[src/rtl/shift_seq_engine.sv]
// shift_seq_engine: multi-cycle shift/rotate engine, one bit position per clock,
// bit-exact with the combinational shift_dut for the same op and amount.
module shift_seq_engine #(
   parameter int WIDTH = 8,
   parameter int AMT_W = 3
) (
   input  logic             clk,
   input  logic             rst,
   input  logic             in_valid,
   output logic             in_ready,
   input  logic [WIDTH-1:0] in_data,
   input  logic [2:0]       in_op,
   input  logic [AMT_W-1:0] in_amt,
   output logic             out_valid,
   input  logic             out_ready,
   output logic [WIDTH-1:0] out_data,
   output logic             out_err,
   output logic             busy
);
   typedef enum logic [1:0] {IDLE, SHIFT, DONE} state_t;
   state_t           state, state_n;
   logic [WIDTH-1:0] data_q, step;
   logic [2:0]       op_q;
   logic [AMT_W-1:0] cnt_q;
   logic             err_q, illegal, accept;
   always_comb begin
      illegal   = in_op > 3'd4;
      in_ready  = state == IDLE;
      out_valid = state == DONE;
      busy      = state != IDLE;
      accept    = in_ready && in_valid;
      out_data  = data_q;
      out_err   = err_q;
      step = op_q == 3'd0 ? {data_q[WIDTH-2:0], 1'b0} :
             op_q == 3'd1 ? {1'b0, data_q[WIDTH-1:1]} :
             op_q == 3'd2 ? {data_q[WIDTH-1], data_q[WIDTH-1:1]} :
             op_q == 3'd3 ? {data_q[WIDTH-2:0], data_q[WIDTH-1]} :
                            {data_q[0], data_q[WIDTH-1:1]};
   end
   always_comb begin
      state_n = state;
      if (accept) state_n = (in_amt == '0 || illegal) ? DONE : SHIFT;
      else if (state == SHIFT && cnt_q == AMT_W'(1)) state_n = DONE;
      else if (state == DONE && out_ready) state_n = IDLE;
   end
   always_ff @(posedge clk) begin
      if (rst) begin
         state  <= IDLE;
         data_q <= '0;
         op_q   <= '0;
         cnt_q  <= '0;
         err_q  <= 1'b0;
      end else begin
         state <= state_n;
         if (accept) begin
            data_q <= in_data;
            op_q   <= in_op;
            cnt_q  <= in_amt;
            err_q  <= illegal;
         end else if (state == SHIFT) begin
            data_q <= step;
            cnt_q  <= cnt_q - AMT_W'(1);
         end
      end
   end
endmodule

[config.mk]
export PLATFORM = sky130hd
export DESIGN_NAME = shift_seq_engine
export DESIGN_NICKNAME = d
export VERILOG_FILES = /design/src/rtl/shift_seq_engine.sv
export SDC_FILE = /design/constraint.sdc
export NUM_CORES = 1
export LEC_CHECK = 0
export BUFFER_PORTS_ARGS = -buffer_cell sky130_fd_sc_hd__buf_2
export CORE_ASPECT_RATIO = 0.9
export CORE_UTILIZATION = 30
export CTS_CLUSTER_DIAMETER = 100
export DETAILED_ROUTE_END_ITERATION = 12
export GPL_ROUTABILITY_DRIVEN = 0
export SLEW_MARGIN = 20
export SYNTH_ARGS = -nofsm -noshare
export SYNTH_HDL_FRONTEND = slang
export SYNTH_SLANG_ARGS = --single-unit
[constraint.sdc]
create_clock -name clk -period 1.85 [get_ports clk]
set_clock_uncertainty 0.2 [all_clocks]
set_input_delay 0.185 -clock clk [delete_from_list [all_inputs] [get_ports clk]]
set_output_delay 0.185 -clock clk [all_outputs]
set_load 0.02 [all_outputs]
==> results of run 1 <==
## power groups by stage
stage / Combinational [mW] / Clock (mW) / Sequential (mW)
after floorplan: 0.182 / 0 / 0.478
after global placement: 0.297 / 0 / 0.459
after detailed placement: 0.302 / 0 / 0.461
after CTS: 0.320 / 0.208 / 0.452
after global routing: 0.353 / 0.232 / 0.460
final: 0.320 / 0.203 / 0.452
## worst max-delay path by stage
stage	end	cells past startpoint	slack, ns
after floorplan	out_data[1]$_SDFFE_PP0P_	4	0.10
after global routing	cnt_q[2]$_SDFFE_PP0P_	4	0.02
after CTS	out_data[4]$_SDFFE_PP0P_	4	0.12
after global placement	out_data[6]$_SDFFE_PP0P_	4	0.19
final	busy	5	0.14
after detailed placement	out_data[4]$_SDFFE_PP0P_	4	0.12
## registers in the layout (all words and copies together), names as in the netlist
signal	count
out_data	8
out_err	1
cnt_q	3
state	2
op_q	3
## cells by family (layout without fill, tap and decap cells)
kind of cell | Yosys count | after routing | share of synthesized area
simple gates | 52 | 52 | 0.282
compound gates | 34 | 34 | 0.241
flops | 17 | 17 | 0.343
buf+inv | 14 | 53 | 0.0618
mux | 3 | 3 | 0.0303
fa+ha+maj | 2 | 2 | 0.0252
xor+xnor | 1 | 1 | 0.0164
## through the flow
stage          worst slack [ns]  instances  hold slack [ns]
2_1_floorplan             0.104        123            0.102
3_3_place_gp              0.187        190            0.188
3_5_place_dp              0.124        190            0.189
4_1_cts                   0.116        204          0.00540
5_1_grt                  0.0224        204           0.0152
6_report                  0.138        204           0.0144
## Yosys cell counts (3+ instances only)
library cell	n	area [um^2]
nand3b_1	3	22.5
dfxtp_1	17	340
buf_2	4	20.0
nand2b_1	3	18.8
mux2i_1	3	30.0
a21oi_1	10	50.1
o21ai_0	4	20.0
clkbuf_1	4	15.0
nand2_1	3	11.3
inv_1	5	18.8
or3_1	6	37.5
nor4_1	6	37.5
o2bb2ai_1	6	52.6
nor2_1	17	63.8
nor2b_1	6	37.5
## metal layers
layer,vias up,wire length [um]
met2,21,1240
met5,-,0
met3,2,115
li1,530,-
met4,0,21
met1,481,1230
## worst reg2reg max path: stages (launching register included)
cell      delay, ns
dfxtp_1        0.35
nand2b_1       0.32
or3b_2         0.53
a21oi_1        0.12
or2_2          0.11
## cell type report
class | instances | area (um^2)
well taps | 42 | 52.6
clock inverters | 1 | 5.00
fillers | 341 | 1780
clock buffers | 3 | 22.5
inverters | 5 | 18.8
multi-input cells | 92 | 593
flip-flops and latches | 17 | 340
repair buffers | 44 | 283
## what timing repair did
| action | CTS | global route |
|---|---|---|
| gates resized for setup | 0 | 2 |
| endpoints found under the hold margin | 10 | 0 |
| setup endpoints to repair | 0 | 6 |
| hold buffers | 10 | 0 |
==> run metrics, run 1 <==
outcome=finished, final reports clean; asr flop ratio synth=0; drc violations=0; 1st-pass router iterations=4; WHS Path Cells=3; Crit. End Element=output pin; Fin Setup TNS=0 ns; R2R Path End=out_data[0]$_SDFFE_PP0P_; Hold Path Class=in2reg; Yosys Warn Count=0; critical path arrival=1.33 ns; number of global-route vias before repair=980; 1st-iter DRT viols=42; Worst Path Required=1.46 ns; Switching Power=0.344 mW; Most used DFF post-synth=dfxtp_1; Clk pwr share=0.208; Final Cell Area=0.00132 mm^2; Die Ht=56.6 um; total power=0.975 mW; Slowest-stage cell, CP=dfxtp_1; Clock Latency Late Sink=0.29 ns; element type at the critical path start=flop; number of synthesized register bits=17; Via density=5.07; Bufs on Longest Clock Path=2; Sw Share=0.352; WL/cell=12.8 um; register area share after synthesis=0.343; Comb power frac=0.328; Buf+Inv Stages, Crit Path=4; Critical R2R Launch=state[1]$_SDFFE_PP0P_; VDD IR-drop max=0.323 mV; crit-path max FO=10; Finish-stage setup viols=0; final hold vios=0; worst relative slew slack=0.733; post-layout util=0.426; synthesized area per cell=8.07 um^2; dpl hpwl=1.89 mm; Initial Util=0.321; GRT Total Usage=0.156; met3 GRT Util=0.0224; postcts setup bufs=0; commonest cells after routing, fill and taps aside=29 x buf_2, 17 x nor2_1, 17 x dfxtp_1; worst-margin pin slew=0.397 ns; Peak Freq=0.584 GHz; Crit path largest cell delay=0.35 ns; TritonCTS sink count=17; H-tree levels=1; cells on worst reg2reg path=4; crit path cell chain=buf_4 -> nor2_1 -> buf_4 -> inv_1 -> buf_2; final net count=183; final period utilization=0.925; met2 Usage GRT=0.261; met1 Use GR=0.203; area delta synth->final=32.5%; largest net degree at the start of global routing=21; RSZ-0062 raised after global routing=no; most common cell after layout, fill and taps aside=buf_2; Worst path most repeated cell=buf_4; Synth cell types=35; reg-to-reg setup timing slack=0.19 ns; max-cap viol count=0; post-synthesis net count=143; static leakage=0.567 nW; ANT nets after route=0; Std-Cell Rows=19; placed inst area=0.00118 mm^2; Mapped Area=992 um^2; fin. max-slew vios=0; pwr dens=742 mW/mm^2; total routed wirelength=2.61 mm; Int Power=0.632 mW; minimum clock period=1.71 ns; Post-synth EDFFs=0; CTS clk-pin slew, worst paths=0.10 ns; Sequential Power Share=0.464; grt peak-use layer=met2; Setup CP Type=reg2out; Die ar.=0.00354 mm^2; CTS tree=done; total gr overflow=0; hold worst-path end=out_data[7]$_SDFFE_PP0P_; share of layout cells above drive strength 1=0.259; crit-path leading delay family=buffers and inverters; clock buffer count from CTS=3; crit path from=state[1]$_SDFFE_PP0P_; ant diodes=0; initial antenna violation count=0; I/O Pins=30; wire length of the first global-routing pass=4.41 mm; Port Buffers=29; Post-Syn Instances=123; Core Footprint=0.00309 mm^2; die width=62.6 um; hold path startpoint=in_data[7]; CTS Root Buffer Type=clkbuf_4; Via Count=1034
Power figures use the tool's default switching activity.
==> run 2, diff against run 1 <==
--- a/config.mk
+++ b/config.mk
@@ -5,6 +5,7 @@
 export SDC_FILE = /design/constraint.sdc
 export NUM_CORES = 1
 export LEC_CHECK = 0
+export ABC_AREA = 1
 export BUFFER_PORTS_ARGS = -buffer_cell sky130_fd_sc_hd__buf_2
 export CORE_ASPECT_RATIO = 0.9
 export CORE_UTILIZATION = 30
==> run metrics, run 2 <==
Via Count=1016 (-1.7%); Clock Latency Late Sink=0.25 ns (-0.04 ns); GRT Total Usage=0.141 (-0.0150); 1st-iter DRT viols=60 (+43%); ANT nets after route=0 (unchanged); Worst Path Required=1.84 ns (+0.38 ns); Via density=4.46 (-12%); max-cap viol count=0 (unchanged); Setup CP Type=reg2reg; Die ar.=0.00367 mm^2 (+3.5%); element type at the critical path start=flop; Post-synth EDFFs=0 (unchanged); share of layout cells above drive strength 1=0.269 (+0.00956); clock buffer count from CTS=3 (unchanged); WL/cell=10.4 um (-19%); XOR/XNOR Fraction of Synth Area=0 (-0.0164); Finish-stage setup viols=0 (unchanged); Port Buffers=29 (unchanged); Initial Util=0.325 (+0.00423); CTS resizes=0 (unchanged); H-tree levels=1 (unchanged); Synth top area share=0.331 (-0.0121); critical path arrival=1.49 ns (+0.16 ns); Yosys Warn Count=0 (unchanged); total routed wirelength=2.37 mm (-9.0%); Std-Cell Rows=19 (unchanged); Fin Setup TNS=0 ns (unchanged); mux share of post-synthesis cell area=0 (-0.0303); outcome=finished, final reports clean; most frequent cells after synthesis=35 x nand2_1, 30 x inv_1, 18 x nand3_1; worst-margin pin slew=0.340 ns (-0.0576 ns); Most used DFF post-synth=dfxtp_1; most common cell after layout, fill and taps aside=nand2_1; Bufs on Longest Clock Path=2 (unchanged); post-layout util=0.399 (-0.0266); static leakage=0.664 nW (+17%); CTS tree=done; TritonCTS sink count=17 (unchanged); final net count=207 (+13%); area leader, netlist=dfxtp_1; CTS Root Buffer Type=clkbuf_8; VDD IR-drop max=0.438 mV (+36%); Mapped Area=0.00103 mm^2 (+3.7%); postcts setup bufs=0 (unchanged); crit-path max FO=18 (+8); final hold vios=0 (unchanged); Core Footprint=0.00316 mm^2 (+2.3%); total gr overflow=0 (unchanged); Hold Path Class=in2reg; Synth Area in Simple Gates=0.320 (+0.0375); 1st-pass router iterations=4 (unchanged); number of synthesized register bits=17 (unchanged); Peak Freq=0.667 GHz (+14%); Synth area leaders=dfxtp_1 33%, nand2_1 13%, inv_1 11%; drc violations=0 (unchanged); die width=63.7 um (+1.8%); largest net degree at the start of global routing=19 (-9.5%); CTS clk-pin slew, worst paths=0.07 ns (-0.03 ns); Synth Area in Compound Gates=0.174 (-0.0669); number of global-route vias before repair=895 (-8.7%); initial antenna violation count=0 (unchanged); ant diodes=0 (unchanged); pwr dens=873 mW/mm^2 (+18%); asr flop ratio synth=0 (unchanged); I/O Pins=30 (unchanged); dpl hpwl=1.83 mm (-3.5%); Synth cell types=25 (-29%); RSZ-0062 raised after global routing=no; area delta synth->final=22.6%; largest family of logic cells by synthesized area=simple AND/OR/NAND/NOR gates; max reg flops=8 (unchanged); synthesized area per cell=6.68 um^2 (-17%); cts hold-fix bufs=1 (-9); Post-Syn Instances=154 (+25%); worst relative slew slack=0.771 (+0.0378); minimum clock period=1.50 ns (-0.212 ns); fin. max-slew vios=0 (unchanged); adder and majority gate portion of the synthesized area=0.0243 (-0.000890); Die Ht=57.5 um (+1.7%); Crit. End Element=flop; final period utilization=0.810 (-0.115); register area share after synthesis=0.331 (-0.0121); wire length of the first global-routing pass=3.97 mm (-9.9%); commonest cells after routing, fill and taps aside=35 x nand2_1, 30 x inv_1, 29 x buf_2; top-count cell post-synth=nand2_1; post-synthesis net count=174 (+22%)
[run 2: changes by cell type after synthesis, moves of 8 or more]
| cell | change |
|---|---|
| nand2_1 | +32 |
| inv_1 | +25 |
| nand3_1 | +17 |
| nor2_1 | -13 |
| o21ai_0 | +8 |
[run 2: critical path: stages (launching register included)]
cell and delay [ns]:
dfxtp_1 0.38, nor2_4 0.18, nand2_4 0.16, inv_4 0.18, and2_1 0.17, nand2_1 0.05, a21oi_1 0.11
[run 2: logic make-up (layout without fill, tap and decap cells)]
family / Yosys count / in the layout
buf+inv: 35 / 67
simple gates: 70 / 70
compound gates: 30 / 30
flops: 17 / 17
fa+ha+maj: 2 / 2
[run 2: path summary, 6_finish.rpt]
kind,end,slack [ns],startpoint,depth (start not counted)
worst min-delay path,cnt_q[1]$_SDFFE_PP0P_,0.01,in_amt[1],3
worst min register to register,cnt_q[1]$_SDFFE_PP0P_,0.29,cnt_q[1]$_SDFFE_PP0P_,2
worst max-delay path,state[0]$_SDFFE_PP0P_,0.35,state[0]$_SDFFE_PP0P_,6
worst max register to register,state[0]$_SDFFE_PP0P_,0.35,state[0]$_SDFFE_PP0P_,6
[run 2: layer usage]
metal  wire length (um)  vias up  GRT usage  share of wire
met5                  0        -          0              0
met2               1100       14      0.223           0.47
met1               1180      445      0.182           0.49
met3                 67        2     0.0440          0.028
li1                   -      555          -              -
met4                 27        0     0.0487          0.011
[run 2: report_power, final]
part,leakage (nW),switching (mW),internal [mW],total (mW)
clock network,0.0255,0.133,0.149,0.283
logic,0.498,0.237,0.135,0.372
registers,0.141,0.0349,0.411,0.446
[run 2: metrics by stage]
| step | setup slack [ns] | hold WS, ns | instance area [um^2] | instances | power [mW] |
|---|---|---|---|---|---|
| 4_1_cts | 0.358 | 0.00606 | 1260 | 228 | 1.12 |
| 5_1_grt | 0.246 | 0.0361 | 1260 | 228 | 1.19 |
| 6_report | 0.351 | 0.0101 | 1260 | 228 | 1.10 |
| 3_5_place_dp | 0.376 | 0.229 | 1200 | 223 | 0.827 |
| 3_3_place_gp | 0.410 | 0.234 | 1200 | 223 | 0.830 |
| 2_1_floorplan | 0.461 | 0.0474 | 1030 | 154 | 0.729 |
[run 2: layout make-up]
cell class / count / area [um^2]
clock buffers: 3 / 41.3
clock inverters: 1 / 5.00
repair buffers: 32 / 170
well taps: 42 / 52.6
inverters: 31 / 119
flip-flops and latches: 17 / 340
fillers: 349 / 1900
multi-input cells: 102 / 533
==> run 3, diff against run 2 <==
==> constraint.sdc (replaced) <==
create_clock -name clk -period 1.3 [get_ports clk]
set_clock_uncertainty 0.2 [all_clocks]
set_input_delay 0.13 -clock clk [delete_from_list [all_inputs] [get_ports clk]]
set_output_delay 0.13 -clock clk [all_outputs]
set_load 0.02 [all_outputs]
==> run metrics, run 3 (synthesized netlist as in run 2, its figures left out) <==
static leakage=0.808 nW (+22%); TritonCTS sink count=17 (unchanged); Std-Cell Rows=19 (unchanged); hold worst-path end=out_data[4]$_SDFFE_PP0P_; R2R Path End=cnt_q[2]$_SDFFE_PP0P_; WL/cell=11.5 um (+10%); final period utilization=1.04; reg-to-reg setup timing slack=-0.03 ns (-0.38 ns); Via Count=1146 (+13%); hold path startpoint=in_data[4]; Bufs on Longest Clock Path=2 (unchanged); minimum clock period=1.35 ns; ant diodes=0 (unchanged); pwr dens=1110 mW/mm^2 (+28%); commonest cells after routing, fill and taps aside=29 x nand2_1, 26 x buf_2, 23 x inv_1; worst-margin pin slew=0.445 ns (+0.105 ns); ANT nets after route=0 (unchanged); I/O Pins=30 (unchanged); max-cap viol count=0 (unchanged); Hold Path Class=in2reg; Clock Latency Late Sink=0.26 ns (about the same); 1st-pass router iterations=4 (unchanged); RSZ-0062 raised after global routing=yes; final hold vios=0 (unchanged); die width=63.7 um (unchanged); final net count=230 (+11%); Via density=4.57 (+2.5%); crit-path max FO=5 (-13); dpl hpwl=1.91 mm (+4.3%); largest net degree at the start of global routing=14 (-5); CTS tree=done; Critical R2R Launch=state[0]$_SDFFE_PP0P_; failing checks=negative setup slack; final worst slack=-0.0533 ns (-0.404 ns); VDD IR-drop max=0.551 mV (+26%); Core Footprint=0.00316 mm^2 (unchanged); WHS Path Cells=5 (+2); element type at the critical path start=flop; initial antenna violation count=0 (unchanged); Non-Filler Instances=251 (+10%); Placed Instances=234 (+4.9%); most common cell after layout, fill and taps aside=nand2_1; wire length of the first global-routing pass=4.53 mm (+14%); outcome=complete, but fails checks; Port Buffers=29 (unchanged); critical path arrival=1.02 ns (-0.47 ns); H-tree levels=1 (unchanged); clock buffer count from CTS=3 (unchanged); Initial Util=0.325 (unchanged); worst relative slew slack=0.703 (-0.0679); number of global-route vias before repair=1048 (+17%); Die Ht=57.5 um (unchanged); cells on worst reg2reg path=7 (+1); Die ar.=0.00367 mm^2 (unchanged); total routed wirelength=2.88 mm (+21%); CTS Root Buffer Type=clkbuf_8; Fin Setup TNS=-0.155 ns (-0.155 ns); area delta synth->final=57.7%; Crit. End Element=output pin; total gr overflow=0 (unchanged); share of layout cells above drive strength 1=0.478 (+0.210); Peak Freq=0.739 GHz; max reg flops=8 (unchanged); placed inst area=0.00130 mm^2 (+7.8%); 1st-iter DRT viols=28 (-53%); GRT Total Usage=0.163 (+0.0216); fin. max-slew vios=0 (unchanged); Hold WS=0.00402 ns (-0.00608 ns); Setup CP Type=reg2out; CTS clk-pin slew, worst paths=0.07 ns (about the same); total power=1.81 mW (+64%); Finish-stage setup viols=5 (+5); Final Cell Area=0.00162 mm^2 (+29%); drc violations=0 (unchanged); Worst Path Required=0.97 ns (-0.87 ns)
-- run 3: cell count changes in the layout (fill, tap and decap cells not counted), sizes merged --
| cell | previous run | this run |
|---|---|---|
| buf | 31 | 43 |
| dlygate4sd3 | 1 | 10 |
| clkbuf | 3 | 4 |
| clkinv | 1 | 0 |
| clkinvlp | 0 | 1 |
| inv | 31 | 32 |
-- run 3: worst max-delay path by stage --
stage | startpoint | to | depth (start not counted)
3_5_place_dp | cnt_q[1]$_SDFFE_PP0P_ | cnt_q[1]$_SDFFE_PP0P_ | 4
2_1_floorplan | state[0]$_SDFFE_PP0P_ | op_q[2]$_SDFFE_PP0P_ | 5
4_1_cts | state[0]$_SDFFE_PP0P_ | busy | 4
3_3_place_gp | cnt_q[1]$_SDFFE_PP0P_ | cnt_q[1]$_SDFFE_PP0P_ | 4
5_1_grt | state[0]$_SDFFE_PP0P_ | out_data[7]$_SDFFE_PP0P_ | 8
6_report | state[0]$_SDFFE_PP0P_ | busy | 4
-- run 3: power by group --
part           internal (mW)  switching (mW)  total, mW
Sequential             0.588          0.0548      0.643
Combinational          0.327           0.429      0.756
Clock                  0.216           0.193      0.409
-- run 3: metal layers --
| metal | wire length, um | share of wire | GRT usage |
|---|---|---|---|
| met4 | 34 | 0.012 | 0.0812 |
| met3 | 76 | 0.026 | 0.0440 |
| met2 | 1450 | 0.50 | 0.277 |
| met5 | 0 | 0 | 0 |
| met1 | 1320 | 0.46 | 0.189 |
-- run 3: critical path, stage by stage (launching register included) --
cell,delay (ns)
dfxtp_4,0.38
nor2_4,0.13
buf_6,0.12
inv_2,0.03
buf_6,0.11
-- run 3: area by class of cell --
type	count	area [um^2]
clock inverter	1	7.51
inverter	31	124
timing repair inverter	1	6.26
sequential	17	348
clock buffer	3	41.3
fill	321	1540
timing repair buffer	54	402
tap	42	52.6
multi-input combinational	102	641
-- run 3: stage by stage --
step	setup WS [ns]	utilization
2_1_floorplan	-0.0254	-
3_3_place_gp	-0.0183	0.411
3_5_place_dp	-0.0210	0.411
4_1_cts	-0.0777	0.481
5_1_grt	-0.0943	0.513
6_report	-0.0533	0.513
-- run 3: what timing repair did --
| item | in CTS | in global routing |
|---|---|---|
| buffers inserted | 1 | 0 |
| pin swaps | 5 | 9 |
| gates cloned | 1 | 1 |
| resized for setup | 22 | 28 |
| hold endpoints to repair | 12 | 0 |
| endpoints found under the setup margin | 10 | 18 |
| hold buffers | 10 | 0 |
